===== config.mk =====
export PLATFORM = sky130hd
export DESIGN_NAME = reaction_timer_multi
export DESIGN_NICKNAME = d
export VERILOG_FILES = /design/src/rtl/reaction_timer_multi.sv
export SDC_FILE = /design/constraint.sdc
export NUM_CORES = 1
export LEC_CHECK = 0
export CORE_MARGIN = 5
export CORE_UTILIZATION = 30
export CTS_CLUSTER_SIZE = 20
export DETAILED_ROUTE_END_ITERATION = 6
export PLACE_DENSITY = 0.54
export SYNTH_ARGS = -nofsm -noshare
export SYNTH_HDL_FRONTEND = slang
export SYNTH_SLANG_ARGS = --single-unit

===== constraint.sdc =====
create_clock -name clk -period 9 [get_ports clk]
set_input_delay 1.8 -clock clk [delete_from_list [all_inputs] [get_ports clk]]
set_output_delay 1.8 -clock clk [all_outputs]
set_load 0.01 [all_outputs]

===== src/rtl/reaction_timer_multi.sv =====
// reaction_timer_multi: N-player reaction timer with false-start, tie-break and timeout detection.
// Optional best-time record (best_ms/best_id) is built when BEST_TIME_EN is defined.

module reaction_timer_multi #(
  parameter int CLK_HZ       = 100_000_000,
  parameter int N_PLAYERS    = 4,
  parameter int TIME_W       = 14,
  parameter int MIN_DELAY_MS = 1000,
  parameter int RAND_BITS    = 11,
  parameter int TIMEOUT_MS   = 9999,
  localparam int PID_W       = (N_PLAYERS > 1) ? $clog2(N_PLAYERS) : 1
) (
  input  logic                 clk,
  input  logic                 ck_rst,
  input  logic                 start,
  input  logic [N_PLAYERS-1:0] btn,
  output logic                 arm_led,
  output logic                 stim_led,
  output logic [N_PLAYERS-1:0] player_led,
  output logic [PID_W-1:0]     winner_id,
  output logic [TIME_W-1:0]    time_ms,
  output logic                 tie,
  output logic                 false_start,
  output logic                 timeout,
`ifdef BEST_TIME_EN
  output logic [TIME_W-1:0]    best_ms,
  output logic [PID_W-1:0]     best_id,
`endif
  output logic                 done
);

  localparam int PRESC_N = CLK_HZ / 1000;
  localparam int PRESC_W = $clog2(PRESC_N);
  localparam int DLY_W   = $clog2(MIN_DELAY_MS + (1 << RAND_BITS) + 1);
  localparam int IN_W    = N_PLAYERS + 1;

  typedef enum logic [2:0] {
    S_IDLE   = 3'd0,
    S_ARMED  = 3'd1,
    S_GO     = 3'd2,
    S_RESULT = 3'd3,
    S_FAULT  = 3'd4,
    S_TMO    = 3'd5
  } state_t;

  state_t state_r, next_state;

  logic [IN_W-1:0]      in_s1_r, in_s2_r, in_s3_r, edge_r;
  logic [PRESC_W-1:0]   presc_r;
  logic [15:0]          lfsr_r;
  logic [DLY_W-1:0]     delay_r;
  logic [TIME_W-1:0]    ms_r;
  logic                 start_edge_s;
  logic [N_PLAYERS-1:0] btn_edge_s;
  logic                 any_btn_s;
  logic                 tick_s;
  logic                 enter_s;

  // Galois step for x^16+x^14+x^13+x^11+1; a non-zero seed never reaches zero.
  function automatic logic [15:0] lfsr_next(input logic [15:0] v);
    lfsr_next = {1'b0, v[15:1]} ^ (v[0] ? 16'hB400 : 16'h0000);
  endfunction

  // Lowest set index gives a deterministic winner when presses coincide.
  function automatic logic [PID_W-1:0] lowest_idx(input logic [N_PLAYERS-1:0] v);
    lowest_idx = {PID_W{1'b0}};
    for (int i = N_PLAYERS - 1; i >= 0; i--) begin
      if (v[i]) lowest_idx = PID_W'(i);
    end
  endfunction

  function automatic logic multi_hot(input logic [N_PLAYERS-1:0] v);
    multi_hot = (v & (v - N_PLAYERS'(1))) != {N_PLAYERS{1'b0}};
  endfunction

  assign start_edge_s = edge_r[N_PLAYERS];
  assign btn_edge_s   = edge_r[N_PLAYERS-1:0];
  assign any_btn_s    = |btn_edge_s;
  assign tick_s       = (presc_r == PRESC_W'(PRESC_N - 1));
  assign enter_s      = (next_state != state_r);

  // Two-flop synchroniser followed by a registered rising-edge detector; start is the top bit.
  always_ff @(posedge clk or posedge ck_rst) begin
    if (ck_rst) begin
      in_s1_r <= {IN_W{1'b0}};
      in_s2_r <= {IN_W{1'b0}};
      in_s3_r <= {IN_W{1'b0}};
      edge_r  <= {IN_W{1'b0}};
    end else begin
      in_s1_r <= {start, btn};
      in_s2_r <= in_s1_r;
      in_s3_r <= in_s2_r;
      edge_r  <= in_s2_r & ~in_s3_r;
    end
  end

  // State register.
  always_ff @(posedge clk or posedge ck_rst) begin
    if (ck_rst) state_r <= S_IDLE;
    else        state_r <= next_state;
  end

  // Next-state logic; a press beats delay expiry in ARMED and beats timeout in GO.
  always_comb begin
    next_state = state_r;
    case (state_r)
      S_IDLE: begin
        if (start_edge_s) next_state = S_ARMED;
        else              next_state = state_r;
      end
      S_ARMED: begin
        if (any_btn_s)                              next_state = S_FAULT;
        else if (tick_s && delay_r <= DLY_W'(1))    next_state = S_GO;
        else                                        next_state = state_r;
      end
      S_GO: begin
        if (any_btn_s)                                          next_state = S_RESULT;
        else if (tick_s && ms_r == TIME_W'(TIMEOUT_MS - 1))     next_state = S_TMO;
        else                                                    next_state = state_r;
      end
      S_RESULT, S_FAULT, S_TMO: begin
        if (start_edge_s) next_state = S_ARMED;
        else              next_state = state_r;
      end
      default: next_state = S_IDLE;
    endcase
  end

  // Prescaler, LFSR, delay/ms counters and the registered result outputs.
  always_ff @(posedge clk or posedge ck_rst) begin
    if (ck_rst) begin
      presc_r     <= {PRESC_W{1'b0}};
      lfsr_r      <= 16'hACE1;
      delay_r     <= {DLY_W{1'b0}};
      ms_r        <= {TIME_W{1'b0}};
      arm_led     <= 1'b0;
      stim_led    <= 1'b0;
      player_led  <= {N_PLAYERS{1'b0}};
      winner_id   <= {PID_W{1'b0}};
      time_ms     <= {TIME_W{1'b0}};
      tie         <= 1'b0;
      false_start <= 1'b0;
      timeout     <= 1'b0;
      done        <= 1'b0;
    end else begin
      lfsr_r <= lfsr_next(lfsr_r);
      done   <= enter_s && (next_state == S_RESULT || next_state == S_FAULT || next_state == S_TMO);
      if (enter_s && (next_state == S_ARMED || next_state == S_GO)) presc_r <= {PRESC_W{1'b0}};
      else if (tick_s)                                               presc_r <= {PRESC_W{1'b0}};
      else                                                           presc_r <= presc_r + PRESC_W'(1);
      if (enter_s) begin
        case (next_state)
          S_ARMED: begin
            delay_r     <= DLY_W'(MIN_DELAY_MS) + DLY_W'(lfsr_r[RAND_BITS-1:0]);
            arm_led     <= 1'b1;
            stim_led    <= 1'b0;
            player_led  <= {N_PLAYERS{1'b0}};
            winner_id   <= {PID_W{1'b0}};
            time_ms     <= {TIME_W{1'b0}};
            tie         <= 1'b0;
            false_start <= 1'b0;
            timeout     <= 1'b0;
          end
          S_GO: begin
            arm_led  <= 1'b0;
            stim_led <= 1'b1;
            ms_r     <= {TIME_W{1'b0}};
          end
          S_RESULT: begin
            winner_id  <= lowest_idx(btn_edge_s);
            player_led <= {{(N_PLAYERS-1){1'b0}}, 1'b1} << lowest_idx(btn_edge_s);
            time_ms    <= ms_r;
            tie        <= multi_hot(btn_edge_s);
          end
          S_FAULT: begin
            arm_led     <= 1'b0;
            false_start <= 1'b1;
            player_led  <= btn_edge_s;
            winner_id   <= {PID_W{1'b0}};
            time_ms     <= {TIME_W{1'b0}};
          end
          S_TMO: begin
            time_ms    <= TIME_W'(TIMEOUT_MS);
            timeout    <= 1'b1;
            player_led <= {N_PLAYERS{1'b0}};
          end
          default: begin
            arm_led  <= 1'b0;
            stim_led <= 1'b0;
          end
        endcase
      end else if (tick_s) begin
        if (state_r == S_ARMED)   delay_r <= delay_r - DLY_W'(1);
        else if (state_r == S_GO) ms_r    <= ms_r + TIME_W'(1);
      end
    end
  end

`ifdef BEST_TIME_EN
  // Best-time record; strictly faster wins so an equal time keeps the earlier holder.
  always_ff @(posedge clk or posedge ck_rst) begin
    if (ck_rst) begin
      best_ms <= {TIME_W{1'b1}};
      best_id <= {PID_W{1'b0}};
    end else if (enter_s && next_state == S_RESULT && ms_r < best_ms) begin
      best_ms <= ms_r;
      best_id <= lowest_idx(btn_edge_s);
    end
  end
`endif

endmodule

# [After elaboration in Yosys (flattened, before gate mapping)]
# Cells that the tools add are included.
[op_classes] n_addsub=5 magnitude_cmp=1 n_eq_ne=16 n_shift=1 mux=32 bitwise_logic=6 n_reduce_logical=34
[ops] op="$mux W14" n=5
[ops] op="$mux W12" n=4
[ops] op="$pmux W14 S3" n=1
[ops] op="$mux W17" n=2
[ops] op="$add A17 B1 Y17 const B" n=1
[ops] op="$eq A17 B17 Y1 const B" n=1
[ops] op="$mux W16" n=1
[ops] op="$reduce_and A2 Y1" n=8
[ops] op="$xor A15 B16 Y16" n=1
[ops] op="$mux W3" n=5
[ops] op="$add A14 B1 Y14 const B" n=1
[ops] op="$eq A14 B14 Y1 const B" n=1
[ops] op="$reduce_bool A2 Y1" n=7
[ops] op="$add A10 B11 Y12 const A" n=1
[ops] op="$eq A3 B2 Y1 const B" n=4
[ops] op="$eq A3 B3 Y1 const B" n=4
[ops] op="$le A12 B1 Y1 const B" n=1
[ops] op="$mux W2" n=6
[ops] op="$pmux W4 S3" n=1
[ops] op="$sub A12 B1 Y12 const B" n=1
[ops] op="$pmux W1 S2" n=5
[ops] op="$pmux W3 S3" n=1
[ops] op="$reduce_or A4 Y1" n=2
[ops] op="$eq A3 B1 Y1 const B" n=2
[ops] op="19 further kinds" n=29
[word_totals] register_bits=108 in_bits=7 out_inout_bits=26 elab_cells=113

# [Depth between registers and ports, before layout]
# Gate-level depths: netlist (run 1).
[logic_depth] word_depth=10 ltp_mapped=11 ltp_nobuf=10

# [Least setup slack after synthesis (run 1)]
# Ideal clock, no wire load.
[synth_timing] kind="flip-flop to flip-flop" startpoint="register presc_r[0]" endpoint="register ms_r[1]" setup_ps=127 arrival_time_ps=2568 t_required_ps=8873 setup_slack_ps=6304 stages_incl_launch_ff=11 n_path_buf=2 period_less_slack_ps=2696 cell_sequence="dfrtp_1 ha_1 and4_1 and4b_1 buf_2 nand4_1 and3_4 nor4_4 o21a_1 buf_4 mux2_1"
[synth_between] elab_chain_len=8 word_cells_on_any_way=16 classes_between="5 x eq/ne; 6 x mux; 5 x reduce/logical"
[synth_rtl] item="start: declaration" line="49" source="logic [PRESC_W-1:0] presc_r;"
[synth_rtl] item="start signal: assignment" line="132" source="presc_r <= {PRESC_W{1'b0}};"
[synth_rtl] item="start signal: assignment" line="148" source="if (enter_s && (next_state == S_ARMED || next_state == S_GO)) presc_r <= {PRESC_W{1'b0}};"
[synth_rtl] item="start signal: assignment" line="149" source="else if (tick_s) presc_r <= {PRESC_W{1'b0}};"
[synth_rtl] item="$eq A17 B17 Y1 *" line="79" source="assign tick_s = (presc_r == PRESC_W'(PRESC_N - 1));"
[synth_rtl] item="$logic_and A1 B1 Y1, on equally long branches" line="118, 113"
[synth_rtl] item="$mux W3, on equally long branches" line="118, 113"
[synth_rtl] item="$mux W3, on equally long branches" line="117, 112"
[synth_rtl] item="$pmux W3 S3" line="106" source="case (state_r)"
[synth_rtl] item="$ne A3 B3 Y1 / $eq A3 B2 Y1 (equally long branches)" line="80, 152"
[synth_rtl] item="$ne A2 B1 Y1 (no line) (tied with other cells)"
[synth_rtl] item="$reduce_and A4 Y1 (no line)"
[synth_rtl] item="end signal: assignment" line="135" source="ms_r <= {TIME_W{1'b0}};"
[synth_rtl] item="end signal: assignment" line="167" source="ms_r <= {TIME_W{1'b0}};"
[synth_rtl] item="end signal: assignment" line="194" source="else if (state_r == S_GO) ms_r <= ms_r + TIME_W'(1);"
[synth_rtl] item="end: declaration" line="52" source="logic [TIME_W-1:0] ms_r;"
# Mark *: on every way between the ends. The rest lies on a longest branch, timed or not.
# A chain may end at the register's enable or synchronous reset.

# [Worst setup path in the final report (run 1)]
# Same ends and word-level chain as after synthesis.

==> flow_summary_export.csv, run 1 <==
group,metric,value,unit
outcome,status,"complete, no violations",
logic_synthesis,synth.distinct_cells,73,
global_route,grt_max_degree,60,
place,dp.cells,717,
place,port_buffers,32,
setup_path,crit_path_max_fanout,21,
place,place_congestion,0.855,
clocking,cts.sinks,108,
die,die-area,19900,µm²
finish,synthToLayoutAreaGrowth,15.6,%
clocking,insertion_delay,0.36,ns
logic_synthesis,synth_nets,491,
clocking,cts_tree,"built",
logic_synthesis,synth-seq-cells,108,
logic_synthesis,synth_area_per_cell,10.8,µm²
finish,drive_gt1_share,9.07,%
detailed_routing,drc,0,
setup_path,crit_arrival,4.21,ns
power,peakVddDrop,117,µV
finish,stdcell_count,732,
sta,maxSlewViolCount,0,
clocking,root_buffer,"clkbuf_16",
setup_path,endpoint_kind,"flop",
sta,layout_min_cycle_time,3.96,ns
clocking,ctsLongestPathBuffers,2,
detailed_routing,antenna_left,0,
die,ioPinCount,33,
global_route,grt_pass1_vias,3891,
logic_synthesis,yosys_warnings,0,
finish,n_antenna_cell,0,
detailed_routing,wl_per_cell,15.4,µm
sta,period_share,44.0,%
finish,finalNetCount,516,
logic_synthesis,synthFlopType,"dfrtp_1",
detailed_routing,drt-total-wl,11.2,mm
detailed_routing,viasPerCell,5.14,
die,die_h,141,µm
die,die_w,141,µm
setup_path,path_class,"reg2reg",
clocking,cts_resized,0,
flow_run,maxCapViolations,0,
logic_synthesis,async_reset_ff_share,100,%
global_route,grtUsageTotal,12.1,%
clocking,postCtsHoldBufs,0,
clocking,post_cts_buffers,0,
sta,slew-limit-headroom,19.9,%
detailed_routing,vias,3764,
sta,max_freq,252,MHz
finish,fillCellCount,1701,
setup_path,cp-start-kind,"flop",
global_route,grt_first_pass_wirelength,19.5,mm
die,start_util,30.2,%
logic_synthesis,syn_area,5160,µm²
clocking,cts_buffers,9,
sta,clock_skew,0.00970,ns
sta,tns,0,ns
setup_path,critPathRequiredTime,9.25,ns
global_route,antenna_found_initial,0,
die,core,17100,µm²
sta,rsz0062_at_grt,"no",
logic_synthesis,synth_edf_count,0,
logic_synthesis,synth_cells,478,
place,place_hpwl,7.74,mm
detailed_routing,drt_iter0_markers,257,
logic_synthesis,yosysSeqAreaShare,52.6,%
sta,hold_viol_final,0,
worst_hold_path,hold_depth,0,
finish,final_common_cell,"dfrtp_1",
power,leakage,2.58,nW
worst_hold_path,hp-class,"reg2reg",
setup_path,r2r_cells,8,
global_route,grt_overflow,0,
finish,final_cell_mix,"dfrtp_1, nor2_1, clkdlybuf4s50_1, o21ai_0, nand2_1",
clocking,cts_max_level,3,
die,num_rows,48,
detailed_routing,firstDrtPassIters,5,
clocking,clkTransAtPathRegs,0.07,ns
power,powerDensity,260,nW/µm²
sta,finalSetupViolCount,0,
sta,worstMarginPinSlew,1.19,ns
power breakdown:
group	total, mW	leakage [nW]	internal [mW]	switching (mW)
Sequential	0.621	1.38	0.557	0.0640
Combinational	0.528	1.05	0.218	0.309
Clock	0.402	0.143	0.217	0.186
worst max-delay path: stages, from the launching register on:
cell	delay [ns]
dfrtp_1	0.38
ha_1	0.21
and4_1	0.26
and4b_1	0.81
nand4_1	0.35
and3_4	0.33
nor4_4	0.68
o21a_1	0.47
mux2_1	0.36
stage by stage:
stage                     instance area, µm²  total power [mW]  util (%)  setup WS [ns]  hold WS [ns]
after floorplan                         5160              1.02         -           4.37         0.331
after global placement                  5670              1.15      33.2           5.13         0.336
after detailed placement                5670              1.16      33.2           5.06         0.336
after CTS                               5970              1.57      34.9           5.04         0.358
after global routing                    5970              1.66      34.9           4.69         0.366
final                                   5970              1.55      34.9           5.04         0.355
final cells by class:
class                           instances  area, µm²  share of cell area [%]
Clock buffer                            9        225                    3.77
Clock inverter                          6       68.8                    1.15
Inverter                               18       70.1                    1.17
Multi-Input combinational cell        332       2270                    38.1
Sequential cell                       108       2710                    45.5
Tap cell                              225        282                    4.72
Timing Repair Buffer                   34        335                    5.62
sequential cells by signal (all words and copies together) (netlist names):
signal,cells
done,1
winner_id,2
state_r,3
presc_r,17
stim_led,1
in_s2_r,5
tie,1
arm_led,1
player_led,4
in_s1_r,5
time_ms,14
delay_r,12
false_start,1
timeout,1
in_s3_r,5
lfsr_r,16
ms_r,14
edge_r,5
routing by layer:
metal / GRT usage [%] / vias up / wire (µm)
li1: - / 1802 / -
met1: 16.5 / 1841 / 5250
met2: 18.5 / 96 / 5250
met3: 2.71 / 25 / 492
met4: 5.15 / 0 / 246
met5: 0 / - / 0
worst paths after layout:
path	start	to	slack [ns]
max in group asynchronous	ck_rst	ms_r[11]$_DFFE_PP0P_	5.94
min in group asynchronous	ck_rst	done$_DFF_PP0_	1.87
max reg2reg	presc_r[0]$_DFF_PP0_	ms_r[1]$_DFFE_PP0P_	5.04
max	presc_r[0]$_DFF_PP0_	ms_r[1]$_DFFE_PP0P_	5.04
min	in_s1_r[2]$_DFF_PP0_	in_s2_r[2]$_DFF_PP0_	0.35
min reg2reg	in_s1_r[2]$_DFF_PP0_	in_s2_r[2]$_DFF_PP0_	0.35
synth_stat cells (3+ instances only):
master	count	area [µm²]
dfrtp_1	100	2500
nor2_1	44	165
o21ai_0	30	150
nand2_1	26	97.6
xor2_1	19	166
inv_1	17	63.8
a21oi_1	16	80.1
and3_1	15	93.8
nor3_1	15	75.1
nand3_1	14	70.1
a2bb2oi_1	10	87.6
mux2i_1	10	100
a22o_1	8	70.1
a41oi_1	8	70.1
dfstp_2	8	210
o21a_1	8	60.1
buf_2	7	35.0
a31oi_1	6	37.5
clkbuf_1	6	22.5
ha_1	6	75.1
nor2b_1	6	37.5
xnor2_1	6	52.6
buf_4	5	37.5
nand4_1	5	31.3
nor4_1	5	31.3
o22ai_1	5	31.3
o31ai_1	5	37.5
o21ai_1	4	20.0
a211o_1	3	26.3
and4_1	3	26.3
mux2_1	3	33.8
or3_1	3	18.8
cells by family (layout without fill, tap and decap cells):
group	after synthesis	after routing	synth area share (%)
buf+inv	38	67	3.59
compound gates	125	125	17.5
xor+xnor	25	25	4.24
flops	108	108	52.6
fa+ha+maj	7	7	1.65
simple gates	160	160	17.5
mux	15	15	3.03
Power figures use the tool's default switching activity.
==> run 2: changes to the inputs <==
--- a/config.mk
+++ b/config.mk
@@ -9,7 +9,7 @@
 export CORE_UTILIZATION = 30
 export CTS_CLUSTER_SIZE = 20
 export DETAILED_ROUTE_END_ITERATION = 6
-export PLACE_DENSITY = 0.54
+export PLACE_DENSITY = 0.56
 export SYNTH_ARGS = -nofsm -noshare
 export SYNTH_HDL_FRONTEND = slang
 export SYNTH_SLANG_ARGS = --single-unit
==> constraint.sdc (replaced) <==
create_clock -name clk -period 3.6 [get_ports clk]
set_input_delay 0.72 -clock clk [delete_from_list [all_inputs] [get_ports clk]]
set_output_delay 0.72 -clock clk [all_outputs]
set_load 0.01 [all_outputs]
==> run 2 against run 1 <==
  * Maximum frequency rose by 23%
  * Routed wire length rose by 0.49%
  * Largest cell class unchanged
  * Final area rose by 1.8%
  * Critical path depth rose by 2
  * Die area did not move
==> flow_summary_export.csv, run 2 (synthesis results as in run 1) <==
group,metric,value,unit
setup_path,r2r_setup_slack,0.38,ns
setup_path,worstReg2RegEnd,"presc_r[7]$_DFF_PP0_",
sta,layout_min_cycle_time,3.22,ns
power,leakage,2.64,nW
detailed_routing,vias,3786,
detailed_routing,viasPerCell,5.10,
power,swShare,36.1,%
flow_run,maxCapViolations,0,
setup_path,critPathRequiredTime,3.79,ns
finish,final_cell_mix,"dfrtp_1, nor2_1, clkdlybuf4s50_1, o21ai_0, nand2_1",
sta,fin_hold_ws,0.351,ns
setup_path,path_class,"reg2reg",
worst_hold_path,hold_depth,0,
power,p_total,3.99,mW
die,die-area,19900,µm²
global_route,grt_max_degree,63,
finish,top_register,"presc_r",
power,switching_power,1.44,mW
die,start_util,30.2,%
sta,worstMarginPinSlew,1.00,ns
sta,rsz0062_at_grt,"no",
finish,fin_area,6080,µm²
detailed_routing,drc,0,
setup_path,endpoint_kind,"flop",
sta,slew-limit-headroom,32.9,%
clocking,postCtsHoldBufs,0,
outcome,status,"complete, no violations",
place,post-place-ws,0.369,ns
setup_path,r2r_cells,10,
finish,n_antenna_cell,0,
sta,max_freq,311,MHz
clocking,clkTransAtPathRegs,0.08,ns
clocking,cts_buffers,9,
power,internal_power,2.55,mW
sta,finalSetupViolCount,0,
power,combPwrFrac,35.1,%
global_route,grt_first_pass_wirelength,19.2,mm
setup_path,crit_arrival,3.41,ns
setup_path,crit_path_max_fanout,15,
sta,hold_viol_final,0,
die,num_rows,48,
power,seq_power_share,38.9,%
place,dp.cells,727,
sta,fin_ws,0.382,ns
finish,reg_top3,"presc_r: 17 flops, lfsr_r: 16 flops",
worst_hold_path,hp-class,"reg2reg",
place,placed_cell_area,5760,µm²
setup_path,crit_end,"presc_r[7]$_DFF_PP0_",
clocking,root_buffer,"clkbuf_16",
place,port_buffers,32,
finish,synthToLayoutAreaGrowth,17.8,%
power,power_frac_clock,26.0,%
global_route,grtUsageTotal,11.8,%
finish,finalNetCount,526,
sta,period_share,89.4,%
sta,tns,0,ns
clocking,ctsLongestPathBuffers,2,
clocking,cts.sinks,108,
detailed_routing,drt_iter0_markers,329,
clocking,cts_tree,"built",
finish,largest_register_ffs,17,
die,core,17100,µm²
global_route,grt_overflow,0,
detailed_routing,wl_per_cell,15.2,µm
global_route,antenna_found_initial,0,
place,place_hpwl,8.04,mm
sta,clock_skew,0.00972,ns
power,peakVddDrop,325,µV
clocking,cts_max_level,3,
setup_path,cp-start-kind,"flop",
die,ioPinCount,33,
clocking,insertion_delay,0.36,ns
place,place_congestion,0.843,
setup_path,crit_start,"ms_r[0]$_DFFE_PP0P_",
detailed_routing,firstDrtPassIters,4,
sta,maxSlewViolCount,0,
finish,drive_gt1_share,11.0,%
finish,fin_util,35.5,%
die,die_h,141,µm
clocking,cts_resized,0,
die,die_w,141,µm
detailed_routing,drt-total-wl,11.3,mm
finish,fillCellCount,1736,
power,powerDensity,656,nW/µm²
detailed_routing,antenna_left,0,
setup_path,rr_startpoint,"ms_r[0]$_DFFE_PP0P_",
finish,stdcell_count,743,
clocking,post_cts_buffers,0,
global_route,grt_pass1_vias,3811,
finish,final_common_cell,"dfrtp_1",
==> run 2: cell types whose count changed in the layout (fill, tap and decap cells not counted) <==
cell | previous run | this run
inv_6 | 3 | 2
inv_8 | 0 | 1
buf_12 | 0 | 1
buf_4 | 2 | 11
clkinv_2 | 1 | 0
clkinv_8 | 0 | 1
clkinv_4 | 0 | 1
==> run 2: critical path, stage by stage (launching register included) <==
cell and delay [ns]:
dfrtp_1 0.42, inv_1 0.10, ha_1 0.15, nor4bb_1 0.35, and4_1 0.34, a21o_1 0.15, and3_4 0.23, inv_2 0.11
a211o_1 0.28, o21ai_1 0.79, nor2_1 0.13
==> run 2: worst min-delay path by stage <==
stage | start | to | slack (ns)
after floorplan | in_s1_r[0]$_DFF_PP0_ | in_s2_r[0]$_DFF_PP0_ | 0.33
after global placement | lfsr_r[12]$_DFF_PP0_ | lfsr_r[11]$_DFF_PP1_ | 0.34
after detailed placement | in_s1_r[4]$_DFF_PP0_ | in_s2_r[4]$_DFF_PP0_ | 0.34
after CTS | in_s1_r[4]$_DFF_PP0_ | in_s2_r[4]$_DFF_PP0_ | 0.36
after global routing | in_s1_r[4]$_DFF_PP0_ | in_s2_r[4]$_DFF_PP0_ | 0.36
final | in_s1_r[4]$_DFF_PP0_ | in_s2_r[4]$_DFF_PP0_ | 0.35
==> run 2: layout make-up <==
| cell class | count | area, µm² | share of cell area, % |
|---|---|---|---|
| multi-input combinational | 332 | 2270 | 37.4 |
| sequential | 108 | 2710 | 44.6 |
| clock inverter | 7 | 91.3 | 1.50 |
| timing repair buffer | 44 | 423 | 6.96 |
| clock buffer | 9 | 225 | 3.71 |
| inverter | 18 | 70.1 | 1.15 |
| tap | 225 | 282 | 4.63 |
==> run 2: per-layer routing <==
metal	GRT usage, %	share of wire [%]	vias up
met2	18.5	47	70
met1	16.0	48	1887
met4	4.03	1.4	0
met5	0	0	-
li1	-	-	1813
met3	2.75	3.8	16
==> run 2: power groups by stage <==
stage          Clock [mW]  Sequential (mW)  Combinational (mW)
6_report             1.04             1.55                1.40
5_1_grt              1.12             1.58                1.55
4_1_cts              1.07             1.55                1.42
3_5_place_dp            0             1.57                1.41
3_3_place_gp            0             1.56                1.38
2_1_floorplan           0             1.56               0.973
